`src/rtl/adc_acq_controller.sv`:
```
// Conversion sequencer for the SPI ADC: issues periodic triggers for a run and
// arbitrates ADC access between conversions and PS register-access words.
module adc_acq_controller #(
    parameter int CNT_WIDTH    = 32,
    parameter int MIN_PERIOD   = 40,
    parameter int GUARD_CYCLES = 64
) (
    input  logic                 aclk,
    input  logic                 aresetn,
    input  logic [CNT_WIDTH-1:0] cfg_period,
    input  logic [CNT_WIDTH-1:0] cfg_num_samples,
    input  logic                 start,
    input  logic                 stop,
    input  logic                 adc_busy,
    output logic                 trigger,
    input  logic [31:0]          s_axis_tdata,
    input  logic                 s_axis_tvalid,
    output logic                 s_axis_tready,
    output logic [31:0]          m_axis_tdata,
    output logic                 m_axis_tvalid,
    input  logic                 m_axis_tready,
    output logic                 sts_running,
    output logic                 sts_done,
    output logic                 sts_overrun,
    output logic [CNT_WIDTH-1:0] sts_sample_count,
    output logic [1:0]           dbg_state
);

    typedef enum logic [1:0] {
        IDLE     = 2'd0,
        RUN      = 2'd1,
        REG_FWD  = 2'd2,
        REG_WAIT = 2'd3
    } state_t;

    localparam int GW = $clog2(GUARD_CYCLES + 1);
    localparam logic [CNT_WIDTH-1:0] MIN_P     = CNT_WIDTH'(MIN_PERIOD);
    localparam logic [CNT_WIDTH-1:0] ONE       = CNT_WIDTH'(1);
    localparam logic [GW-1:0]        GUARD_MAX = GW'(GUARD_CYCLES - 1);

    state_t               state_q, state_d;
    logic                 run_q, run_d;
    logic                 running_q, running_d;
    logic [CNT_WIDTH-1:0] cnt_q, cnt_d;
    logic [CNT_WIDTH-1:0] reload_q, reload_d;
    logic [CNT_WIDTH-1:0] num_q, num_d;
    logic [CNT_WIDTH-1:0] count_q, count_d;
    logic                 trigger_q, trigger_d;
    logic                 done_q, done_d;
    logic                 overrun_q, overrun_d;
    logic [31:0]          mdata_q, mdata_d;
    logic                 mvalid_q, mvalid_d;
    logic [GW-1:0]        guard_q, guard_d;
    logic                 seen_q, seen_d;

    logic                 start_ok;
    logic                 tick;
    logic                 s_ready;
    logic                 accept;
    logic [CNT_WIDTH-1:0] eff_reload;

    // A start from IDLE issues the first trigger right away, so it blocks the
    // register path exactly like a period tick does.
    assign start_ok   = (state_q == IDLE) && start && !stop;
    assign tick       = run_q && (cnt_q == '0);
    assign eff_reload = ((cfg_period < MIN_P) ? MIN_P : cfg_period) - ONE;
    assign s_ready    = !mvalid_q && !adc_busy && !tick && !start_ok &&
                        ((state_q == IDLE) || (state_q == RUN));
    assign accept     = s_ready && s_axis_tvalid;

    always_comb begin
        state_d   = state_q;
        run_d     = run_q;
        running_d = running_q;
        cnt_d     = cnt_q;
        reload_d  = reload_q;
        num_d     = num_q;
        count_d   = count_q;
        trigger_d = 1'b0;
        done_d    = 1'b0;
        overrun_d = overrun_q;
        mdata_d   = mdata_q;
        mvalid_d  = mvalid_q;
        guard_d   = guard_q;
        seen_d    = seen_q;

        // sts_running stays up through the cycle carrying the final trigger.
        if (done_q) begin
            running_d = 1'b0;
        end
        // The period counter free-runs during register forwarding to stay phase-locked.
        if (run_q) begin
            cnt_d = tick ? reload_q : cnt_q - ONE;
        end
        if (run_q && stop) begin
            run_d     = 1'b0;
            running_d = 1'b0;
        end

        unique case (state_q)
            IDLE: begin
                if (start_ok) begin
                    num_d     = cfg_num_samples;
                    reload_d  = eff_reload;
                    cnt_d     = eff_reload;
                    count_d   = '0;
                    overrun_d = 1'b0;
                    run_d     = 1'b1;
                    running_d = 1'b1;
                    state_d   = RUN;
                    if (adc_busy) begin
                        overrun_d = 1'b1;
                    end else begin
                        trigger_d = 1'b1;
                        count_d   = ONE;
                        if (cfg_num_samples == ONE) begin
                            done_d  = 1'b1;
                            run_d   = 1'b0;
                            state_d = IDLE;
                        end
                    end
                end else if (accept) begin
                    mdata_d  = s_axis_tdata;
                    mvalid_d = 1'b1;
                    state_d  = REG_FWD;
                end
            end
            RUN: begin
                if (accept) begin
                    mdata_d  = s_axis_tdata;
                    mvalid_d = 1'b1;
                    state_d  = REG_FWD;
                end else if (stop) begin
                    state_d = IDLE;
                end else if (tick) begin
                    if (adc_busy) begin
                        overrun_d = 1'b1;
                    end else begin
                        trigger_d = 1'b1;
                        count_d   = count_q + ONE;
                        if ((num_q != '0) && (count_q + ONE == num_q)) begin
                            done_d  = 1'b1;
                            run_d   = 1'b0;
                            state_d = IDLE;
                        end
                    end
                end
            end
            REG_FWD: begin
                if (tick && !stop) begin
                    overrun_d = 1'b1;
                end
                if (mvalid_q && m_axis_tready) begin
                    mvalid_d = 1'b0;
                    guard_d  = '0;
                    seen_d   = 1'b0;
                    state_d  = REG_WAIT;
                end
            end
            REG_WAIT: begin
                if (tick && !stop) begin
                    overrun_d = 1'b1;
                end
                guard_d = guard_q + GW'(1);
                if (adc_busy) begin
                    seen_d = 1'b1;
                end
                // Leave on the busy falling edge, or give up if busy never rose.
                if (!adc_busy && (seen_q || (guard_q == GUARD_MAX))) begin
                    state_d = run_d ? RUN : IDLE;
                end
            end
            default: state_d = IDLE;
        endcase
    end

    always_ff @(posedge aclk or negedge aresetn) begin
        if (!aresetn) begin
            state_q   <= IDLE;
            run_q     <= 1'b0;
            running_q <= 1'b0;
            cnt_q     <= '0;
            reload_q  <= '0;
            num_q     <= '0;
            count_q   <= '0;
            trigger_q <= 1'b0;
            done_q    <= 1'b0;
            overrun_q <= 1'b0;
            mdata_q   <= '0;
            mvalid_q  <= 1'b0;
            guard_q   <= '0;
            seen_q    <= 1'b0;
        end else begin
            state_q   <= state_d;
            run_q     <= run_d;
            running_q <= running_d;
            cnt_q     <= cnt_d;
            reload_q  <= reload_d;
            num_q     <= num_d;
            count_q   <= count_d;
            trigger_q <= trigger_d;
            done_q    <= done_d;
            overrun_q <= overrun_d;
            mdata_q   <= mdata_d;
            mvalid_q  <= mvalid_d;
            guard_q   <= guard_d;
            seen_q    <= seen_d;
        end
    end

    assign trigger          = trigger_q;
    assign s_axis_tready    = s_ready;
    assign m_axis_tdata     = mdata_q;
    assign m_axis_tvalid    = mvalid_q;
    assign sts_running      = running_q;
    assign sts_done         = done_q;
    assign sts_overrun      = overrun_q;
    assign sts_sample_count = count_q;
    assign dbg_state        = state_q;

endmodule

```
`config.mk`:
```
export PLATFORM = sky130hd
export DESIGN_NAME = adc_acq_controller
export DESIGN_NICKNAME = d
export VERILOG_FILES = /design/src/rtl/adc_acq_controller.sv
export SDC_FILE = /design/constraint.sdc
export NUM_CORES = 1
export LEC_CHECK = 0
export CAP_MARGIN = 20
export CORE_MARGIN = 10
export CORE_UTILIZATION = 39
export CTS_BUF_LIST = sky130_fd_sc_hd__clkbuf_8 sky130_fd_sc_hd__clkbuf_16
export CTS_CLUSTER_DIAMETER = 200
export DETAILED_ROUTE_END_ITERATION = 10
export GPL_TIMING_DRIVEN = 1
export PLACE_DENSITY = 0.73
export SLEW_MARGIN = 40
export SYNTH_ARGS = -nofsm -noshare
export SYNTH_HDL_FRONTEND = slang
export SYNTH_SLANG_ARGS = --single-unit
```
`constraint.sdc`:
```
create_clock -name aclk -period 4.03 [get_ports aclk]
set_clock_uncertainty 0.1 [all_clocks]
set_input_delay 1.209 -clock aclk [delete_from_list [all_inputs] [get_ports aclk]]
set_output_delay 1.209 -clock aclk [all_outputs]
set_load 0.005 [all_outputs]
```
# Yosys cells after proc, flatten, opt, wreduce, memory -nomap -nowiden
# Index checks and enable logic that the tools add are counted.
[word_totals]
n_memories = 0
latch_bits = 0
ram_bits = 0
romBits = 0
register_bits = 176
inputBits = 103
wordCells = 147
[classes]
n_eq_ne = 21
mux = 72
addsub = 4
n_reduce_logical = 35
order_cmp = 1
shifts = 0
bitwise = 0
multipliers = 0
div_mod_pow = 0
[ops]
columns = ["op", "count"]
rows = [
  ["$mux W32", 12],
  ["$pmux W32 S2", 2],
  ["$sub A32 B1 Y32 const B", 2],
  ["$mux W1", 40],
  ["$add A32 B1 Y32 const B", 1],
  ["$eq A32 B1 Y1 const B", 1],
  ["$eq A32 B32 Y1", 1],
  ["$logic_not A32 Y1", 1],
  ["$lt A32 B6 Y1 const B", 1],
  ["$reduce_bool A32 Y1", 1],
  ["$ne A2 B2 Y1 const B", 10],
  ["$mux W2", 9],
  ["$reduce_and A6 Y1", 3],
  ["$pmux W7 S2", 1],
  ["$logic_and A1 B1 Y1", 13],
  ["$ne A4 B4 Y1 const B", 2],
  ["$pmux W1 S2", 4],
  ["$pmux W2 S4", 1],
  ["$add A7 B1 Y7 const B", 1],
  ["$eq A7 B6 Y1 const B", 1],
  ["$mux W7", 1],
  ["$pmux W1 S3", 2],
  ["$reduce_and A2 Y1", 3],
  ["$reduce_and A3 Y1", 2],
  ["other kinds (11)", 18],
]

# Logic depth before layout (Yosys ltp)
# Gate-level depths: netlist of the first run.
[logic_depth]
depth_word = 10
mapped_depth = 14
mapped_depth_nobuf = 13

# Worst setup path after synthesis of the first run
# Ideal clock, no wire load.
[synth_timing]
kind = "input to register"
startpoint = "input cfg_period[21]"
endpoint = "register cnt_q[20]"
setup_time_ns = 0.124
path_stages = 14
setup_slack_ns = -0.670
required_ns = 3.806
arrival_ns = 4.476
path_cell_list = "or4_1 or4b_2 nor2_4 nand3_1 buf_2 nand2_1 ha_1 nand2b_1 nand2b_1 a2111oi_4 nor2b_1 xnor2_1 nand2_1 o31a_1"
[synth_between]
elab_chain_cells = 5
[synth_rtl]
columns = ["item", "line", "source"]
rows = [
  ["start: declaration", "10", "input logic [CNT_WIDTH-1:0] cfg_period,"],
  ["$lt A32 B6 Y1", "66", "assign eff_reload = ((cfg_period < MIN_P) ? MIN_P : cfg_period) - ONE;"],
  ["$mux W32", "66", ""],
  ["$sub A32 B1 Y32", "66", ""],
  ["$mux W32", "102", "if (start_ok) begin"],
  ["$mux W32", "100", "unique case (state_q)"],
  ["net cnt_d[20]", "44", "logic [CNT_WIDTH-1:0] cnt_q, cnt_d;"],
  ["end signal: assignment", "197", "cnt_q <= cnt_d;"],
  ["end: declaration", "44", ""],
]
# The timed path passes the listed nets, and every way through them passes these cells.
# A chain may end at the register's enable or synchronous reset.

# Final worst setup path of the first run
[layout_timing]
startpoint = "input stop"
endpoint = "output s_axis_tready"
[layout_between]
elab_chain_cells = 5
[layout_rtl]
columns = ["item", "line", "source"]
rows = [
  ["start: declaration", "13", "input logic stop,"],
  ["$logic_not A1 Y1", "64", "assign start_ok = (state_q == IDLE) && start && !stop;"],
  ["$logic_and A1 B1 Y1", "64", ""],
  ["$logic_not A1 Y1", "67", "assign s_ready = !mvalid_q && !adc_busy && !tick && !start_ok &&"],
  ["$logic_and A1 B1 Y1 (2 in series)", "67", ""],
  ["end: declaration", "18", "output logic s_axis_tready,"],
]
# Every way passes these cells.

==> results.txt, run 1 <==
The flow ran to the end, and the final reports show no timing, DRC or antenna violations. After filler insertion, the fill cell instance count of the layout stands at 2390. Detailed placement finished with a half-perimeter wire length of between 20 and 25 mm. The relative area change from synthesis to final layout came out at 32.03%. The max-cap check violation count is 0. The fraction of the yosys area taken by sequential cells is 0.4325.

For this run, design rule violations remaining after detail routing come to 0. IR analysis of the VDD net gives a maximum drop of roughly 0.27 mV. The area share of the largest cell type after synthesis is 0.4325. Dividing the synthesized area by the synthesized cell count gives a little under 9 um2. The number of synthesis warnings is 0. The power per cell area came out at ~560 nW/um2. The via count of the first global-routing pass came to between 9k and 10k. The number of endpoints failing setup at the final stage came out at 0. The leakage power figure is 5.412 nW. In this run the core area contains between 50 and 60 standard-cell rows.

The total global routing overflow is 0. The max-slew violation total from the final report is 0. The final design area excluding fillers came out at 13440 um2. The utilization of the core after routing came out at 0.5189. The worst setup path is of the in -> out kind. The fraction of synthesis flops using an asynchronous set or reset pin is 1.000. The count of mapped cells out of synthesis came out at 1166. The total area inside the core boundary comes to between 20000 and 30000 um2.

The latest clock arrival within the worst-skew pair is ~0.44 ns. The starting utilization of the core area is 0.3930. The clock passes through at most 2 buffers. The post-place setup slack came out at -0.6733 ns. The final count of hold timing violations is 0.

The placed standard-cell area came out at around 13000 um2. The post-synth net total is between 1k and 1.5k. The critical path startpoint category is an input port. The final route contains slightly below 10k vias.

Dividing the final minimum period by the clock period gives 0.9856. The number of detailed-routing iterations run before antenna repair is 5. The slew at the pin closest to its max-slew limit is approximately 0.77 ns.

The synthesized flop and latch total came out at 176. Entering global routing, the biggest net connects 83 pins. The slack of the worst reg-to-reg path is about 0.56 ns. The net count reported at finish is 1486. The deepest level of the CTS H-tree is 4. By count the netlist is led by sky130_fd_sc_hd__nand2_1 (181), sky130_fd_sc_hd__dfrtp_1 (176), sky130_fd_sc_hd__nor2_1 (118), sky130_fd_sc_hd__o21ai_0 (99), sky130_fd_sc_hd__a21oi_1 (71). The initial antenna violation count came out at 0.

The number of diodes added for antenna fixing came out at 0. The die is ~180 um tall. The maximum achievable frequency is approximately 250 MHz.

Synthesis instantiated about 80 different standard cells from the library. The tightest min-delay check is of the reg -> reg type. The final critical path time including I/O delays and setup is 3.972 ns. The die outline area is around 33000 um2.

The most used flip-flop cell after synthesis is sky130_fd_sc_hd__dfrtp_1. The aggregate global-route resource usage is 0.1867. The clock slew seen by the registers of the worst setup and hold paths came out at about 0.070 ns. Yosys attributes the largest share of cell area to sky130_fd_sc_hd__dfrtp_1 (43%), sky130_fd_sc_hd__nand2_1 (6.7%), sky130_fd_sc_hd__o21ai_0 (4.9%), sky130_fd_sc_hd__nor2_1 (4.3%), sky130_fd_sc_hd__mux2_2 (3.5%). STA puts the critical path data arrival time at between 2 and 3 ns. The endpoint kind of the worst setup timing path is a primary output. For the worst setup path, the data required time is approximately 2.7 ns. Power comes to 7.489 mW.

The detailed-route wire length per cell came out at between 15 and 20 um. In this run, placement finished with an instance count of 1688. CTS placed an instance of sky130_fd_sc_hd__clkbuf_16 at the clock tree root. In the post-synthesis netlist, the cell with the most instances is sky130_fd_sc_hd__nand2_1. TritonCTS built the clock tree. The number of violations reported at the end of detailed-routing iteration 0 came out at 913. The total detailed-routing wirelength is around 32 mm.

Summed over all instances, the cell type with the most area after synthesis is sky130_fd_sc_hd__dfrtp_1. After layout, the worst setup slack is 0.05823 ns. The fraction of layout cells with a size suffix above 1 came out at 0.1487. The number of I/O port buffers came out at 174.

The largest fanout of any net on the critical path came out at 2. The via density per instance came out at roughly 5.7. The die width is 181.6 um.

The relative max-transition margin came out at 0.4866. Setup repair after global routing could not meet its margin everywhere. The wire length of the first global-routing pass came out at approximately 51 mm. The total clock buffers created by CTS is 17. Counting flops with a built-in enable in the synthesized netlist gives 0.

The I/O pin count came out at approximately 180. Once detail routing completed, the nets flagged for antenna violations numbered 0. The clock net in this run drives a total of ~180 sinks.

Excluding fillers, the count of instances in the completed layout stands at about 1.7k. The synthesized netlist occupies a cell area of just over 10000 um2. The routability-driven placement congestion ratio came out at between 0.9 and 1.
==> per-layer routing <==
metal | GRT usage | part of all wire
met1 | 0.2288 | 0.41
met2 | 0.3276 | 0.52
met3 | 0.03101 | 0.054
met4 | 0.05662 | 0.022
met5 | 0 | 0
==> placed cells by master, fill, tap and decap left out, types with 8 or more instances in the layout <==
cell type	Yosys	final
sky130_fd_sc_hd__o21a_1	16	16
sky130_fd_sc_hd__a21oi_1	71	70
sky130_fd_sc_hd__clkdlybuf4s50_1	0	164
sky130_fd_sc_hd__nand2_1	181	177
sky130_fd_sc_hd__and2_1	10	10
sky130_fd_sc_hd__a31oi_1	17	17
sky130_fd_sc_hd__nor3_1	35	32
sky130_fd_sc_hd__a21o_1	8	8
sky130_fd_sc_hd__xnor2_1	30	29
sky130_fd_sc_hd__nand4_1	26	26
sky130_fd_sc_hd__o31ai_1	20	20
sky130_fd_sc_hd__nand3_1	30	29
sky130_fd_sc_hd__and3_1	16	16
sky130_fd_sc_hd__xor2_1	30	28
sky130_fd_sc_hd__o21ai_0	99	98
sky130_fd_sc_hd__nor4_1	23	23
sky130_fd_sc_hd__or3_1	13	13
sky130_fd_sc_hd__inv_1	13	13
sky130_fd_sc_hd__dfrtp_1	176	176
sky130_fd_sc_hd__clkbuf_16	0	17
sky130_fd_sc_hd__mux2_2	32	32
sky130_fd_sc_hd__or4_1	12	8
sky130_fd_sc_hd__nor2_1	118	118
sky130_fd_sc_hd__buf_4	1	83
==> path summary, 6_finish.rpt <==
| path | start | endpoint | cells past startpoint |
|---|---|---|---|
| min in group asynchronous | aresetn | sts_sample_count[9] | 1 |
| hold reg to reg | reload_q[22] | reload_q[22] | 1 |
| setup / recovery | stop | s_axis_tready | 6 |
| max in group asynchronous | aresetn | m_axis_tdata[2] | 2 |
| setup reg to reg | sts_sample_count[0] | dbg_state[0] | 10 |
| hold / removal | reload_q[22] | reload_q[22] | 1 |
==> stage by stage <==
step,setup TNS [ns],hold slack [ns]
6_report,0,0.3859
5_1_grt,-0.3403,0.4046
4_1_cts,0,0.3896
3_5_place_dp,-18.43,0.3745
3_3_place_gp,-14.97,0.3579
2_1_floorplan,-3.072,0.3443
==> cells by family after synthesis <==
| family | Yosys count | share of synthesized area |
|---|---|---|
| compound gates | 288 | 0.1765 |
| xor+xnor | 61 | 0.05321 |
| fa+ha+maj | 4 | 0.004915 |
| buf+inv | 79 | 0.03637 |
| flops | 176 | 0.4325 |
| mux | 37 | 0.04080 |
| simple gates | 521 | 0.2557 |
==> report_power, final <==
group	switching, mW	leakage [nW]	internal, mW
Sequential	0.626	2.14	2.47
Combinational	1.31	2.98	1.38
Clock	0.771	0.292	0.934
==> worst max-delay path, stage by stage <==
cell	delay [ns]
sky130_fd_sc_hd__clkdlybuf4s50_1	0.47
sky130_fd_sc_hd__nand2b_1	0.15
sky130_fd_sc_hd__nor3_2	0.06
sky130_fd_sc_hd__or4_4	0.42
sky130_fd_sc_hd__nor2_1	0.12
sky130_fd_sc_hd__clkdlybuf4s15_1	0.24
==> sequential cells by signal, summed over array words and instances (netlist names) <==
| signal | flops |
|---|---|
| cnt_q | 32 |
| m_axis_tdata | 32 |
| num_q | 32 |
| reload_q | 32 |
| sts_sample_count | 32 |
| guard_q | 7 |
| dbg_state | 2 |
| m_axis_tvalid | 1 |
| run_q | 1 |
| seen_q | 1 |
| sts_done | 1 |
| sts_overrun | 1 |
| sts_running | 1 |
| trigger | 1 |
==> repair_timing <==
item	4_1_cts	5_1_grt
pin swaps	12	14
hold buffers	0	0
setup endpoints to repair	21	21
gates resized for setup	10	18
setup buffers	2	5
==> area by class of cell <==
cell class	instances	area [um2]	share of cell area
Inverter	13	48.80	0.003630
Clock inverter	15	171.4	0.01275
Multi-Input combinational cell	911	5555	0.4132
Sequential cell	176	4404	0.3276
Clock buffer	17	425.4	0.03164
Tap cell	335	419.2	0.03118
Timing Repair Buffer	260	2420	0.1800
Power figures use the tool's default switching activity.
==> run 2: changes to the inputs <==
--- a/config.mk
+++ b/config.mk
@@ -11,7 +11,7 @@
 export CTS_BUF_LIST = sky130_fd_sc_hd__clkbuf_8 sky130_fd_sc_hd__clkbuf_16
 export CTS_CLUSTER_DIAMETER = 200
 export DETAILED_ROUTE_END_ITERATION = 10
-export GPL_TIMING_DRIVEN = 1
+export GPL_TIMING_DRIVEN = 0
 export PLACE_DENSITY = 0.73
 export SLEW_MARGIN = 40
 export SYNTH_ARGS = -nofsm -noshare
==> run 2 against run 1 <==
  * Worst setup slack worse by 0.0082 ns
  * Sequential cell count unchanged
  * Fmax down 0.21%
  * Via count up 2.0%
  * Cell count up 0.35%
  * Cell area down 0.67%
  * Critical path type unchanged
  * Critical endpoint unchanged
  * Power up 0.83%
==> results.txt, run 2 (synthesis results as in run 1) <==
The slew at the pin closest to its max-slew limit came out at 0.7277 ns (-0.04244 ns). The final critical path time including I/O delays and setup is 3.980 ns (+0.008220 ns). The max-slew violation total from the final report came out at 0 (unchanged). The die boundary height came to 181.6 um (unchanged). The power per cell area was 565.5 nW/um2 (+1.5%). The share of the cycle needed by the critical path after routing was 0.9876 (+0.002040). The final routed DRC violation total is 0 (unchanged). The final count of hold timing violations was 0 (unchanged). The number of I/O port buffers is 173 (-0.57%).

The total clock buffers created by CTS came out at 17 (unchanged). The worst register-to-register path begins at sts_sample_count[0]. The max-cap check violation count is 0 (unchanged). The via count of the first global-routing pass came out at 9687 (+1.2%).

The total number of vias is 9972 (+2.0%). The number of cell rows is 59 (unchanged). The aggregate global-route resource usage is 0.1992 (+0.01247). The data arrival time of the worst path is 2.67 ns (about the same).

TritonCTS built the clock tree. The leakage power figure came out at 5.283 nW (-2.4%). The number of detailed-routing iterations run before antenna repair was 6 (+1). The deepest level of the CTS H-tree came out at 4 (unchanged). The die outline area is 32970 um2 (unchanged). By startpoint and endpoint, the worst setup path is classified as in -> out. The highest ir drop seen on vdd is 0.2468 mV (-9.5%). The placed standard-cell area is 12480 um2 (-2.1%). The clock slew seen by the registers of the worst setup and hold paths came out at 0.06 ns (about the same).

The maximum achievable frequency came out at 251.3 MHz (-0.21%). The total global routing overflow is 0 (unchanged). The footprint of the multi-input gates came out at 5584 um2 (+0.52%). The tree is rooted in a sky130_fd_sc_hd__clkbuf_16. The pin count of the biggest net entering global routing is 68 (-18%). The placed wire-length estimate came to 25.56 mm (+7.9%). The net count reported at finish is 1492 (+0.40%). The area of the placeable core is 25910 um2 (unchanged). The most common library cell in the layout ignoring fill and taps is sky130_fd_sc_hd__nand2_1. The worst hold slack across all endpoints is 0.3806 ns (-0.005352 ns). The number of endpoints failing setup at the final stage is 0 (unchanged). The die width came out at 181.6 um (unchanged). The via density per instance is 5.754 (+1.7%). The starting utilization of the core area came out at 0.3930 (unchanged). The clock sink count is 176 (unchanged).

The count of fill cells added during filler insertion was 2370 (-0.84%). The launch point of the worst hold path is reload_q[3]. The wire length of the first global-routing pass is 53.03 mm (+4.6%). The total detailed-routing wirelength was 34.03 mm (+7.8%). The routability-driven placement congestion ratio is 0.9458 (+2.1%). The final design area excluding fillers is 13350 um2 (-0.67%).

The run finished with clean final reports. The number of violations reported at the end of detailed-routing iteration 0 came to 892 (-2.3%). The initial antenna violation count is 1 (+1).

Setup repair after global routing could not meet its margin everywhere. The library cells used most frequently in the layout, excluding fill and tap cells, are sky130_fd_sc_hd__nand2_1 (178), sky130_fd_sc_hd__dfrtp_1 (176), sky130_fd_sc_hd__clkdlybuf4s50_1 (162), sky130_fd_sc_hd__nor2_1 (117), sky130_fd_sc_hd__o21ai_0 (99). The area taken by flip-flops and latches is 4404 um2 (unchanged). The detailed-route wire length per cell came out at 19.63 um (+7.5%). The endpoint kind of the worst setup timing path is a primary output. The fraction of layout cells with a size suffix above 1 is 0.1224 (-0.02630). The relative max-transition margin came out at 0.5111 (+0.02456).

The largest fanout of any net on the critical path came out at 3 (+1). The I/O pin count is 175 (unchanged). The residual antenna-violating net count after detailed routing came out at 0 (unchanged). The critical path starts at start. The required time of the critical path is 2.72 ns (about the same). The tightest min-delay check is of the reg -> reg type. The number of buffers on the longest clock path came out at 2 (unchanged). The relative area change from synthesis to final layout came out at 31.15%. The latest clock arrival within the worst-skew pair came out at 0.44 ns (about the same). STA classifies the critical path startpoint as an input port.
## run 2: changes by cell type in the layout (fill, tap and decap cells not counted), sizes merged
| cell | previous run | this run |
|---|---|---|
| clkbuf | 20 | 70 |
| clkdlybuf4s15 | 3 | 1 |
| dlygate4sd2 | 2 | 1 |
| buf | 87 | 51 |
| inv | 21 | 17 |
| clkinvlp | 1 | 3 |
| diode | 0 | 1 |
| clkinv | 4 | 3 |
| clkdlybuf4s50 | 164 | 162 |
| dlymetal6s2s | 1 | 0 |
## run 2: layer usage
| metal | vias up | routed length [um] | GRT usage |
|---|---|---|---|
| li1 | 4648 | - | - |
| met1 | 4879 | 13680 | 0.2386 |
| met2 | 381 | 17260 | 0.3493 |
| met3 | 64 | 2192 | 0.03519 |
| met4 | 0 | 894 | 0.07192 |
| met5 | - | 0 | 0 |
## run 2: area by class of cell
cell class                 count  area share
multi-input combinational    911      0.4182
antenna                        1   0.0001874
sequential                   176      0.3298
clock inverter                12     0.01012
tap                          335     0.03139
clock buffer                  19     0.03392
timing repair buffer         201      0.1482
buffer                        65     0.02455
inverter                      13    0.003654
## run 2: power by group
group	switching [mW]	total [mW]	internal, mW	leakage (nW)
Sequential	0.640	3.11	2.47	2.14
Clock	0.727	1.67	0.947	0.284
Combinational	1.39	2.77	1.37	2.86
Total	2.76	7.55	4.79	5.28
## run 2: final timing paths
kind | endpoint | slack, ns | cells past startpoint
min | reload_q[3] | 0.38 | 2
max | s_axis_tready | 0.05 | 6
min reg2reg | reload_q[3] | 0.38 | 2
max reg2reg | dbg_state[0] | 0.41 | 10
min in group asynchronous | sts_sample_count[5] | 0.63 | 1
max in group asynchronous | cnt_q[6] | 2.19 | 3
## run 2: through the flow
stage	setup WS (ns)	cells	TNS [ns]	total power [mW]	utilization
2_1_floorplan	-0.2315	1166	-3.072	4.606	-
5_1_grt	-0.04451	1733	-0.1968	8.031	0.5154
3_3_place_gp	-5.748	1674	-1044.42	5.721	0.4795
6_report	0.05001	1733	0	7.551	0.5154
3_5_place_dp	-1.184	1676	-39.93	5.831	0.4818
4_1_cts	-0.06518	1722	-0.2183	7.531	0.5101
## run 2: repair_timing
item                       CTS  global route
buffers inserted            16            10
hold buffers                 0             0
gates resized for setup     43            17
setup endpoints to repair   27            19
pin swaps                   10            12
## run 2: critical path, stage by stage
cell and delay [ns]:
sky130_fd_sc_hd__clkdlybuf4s50_1 0.44, sky130_fd_sc_hd__nand2b_1 0.16, sky130_fd_sc_hd__nor3_2 0.08, sky130_fd_sc_hd__or4_4 0.43, sky130_fd_sc_hd__nor2_1 0.11, sky130_fd_sc_hd__clkdlybuf4s15_2 0.23
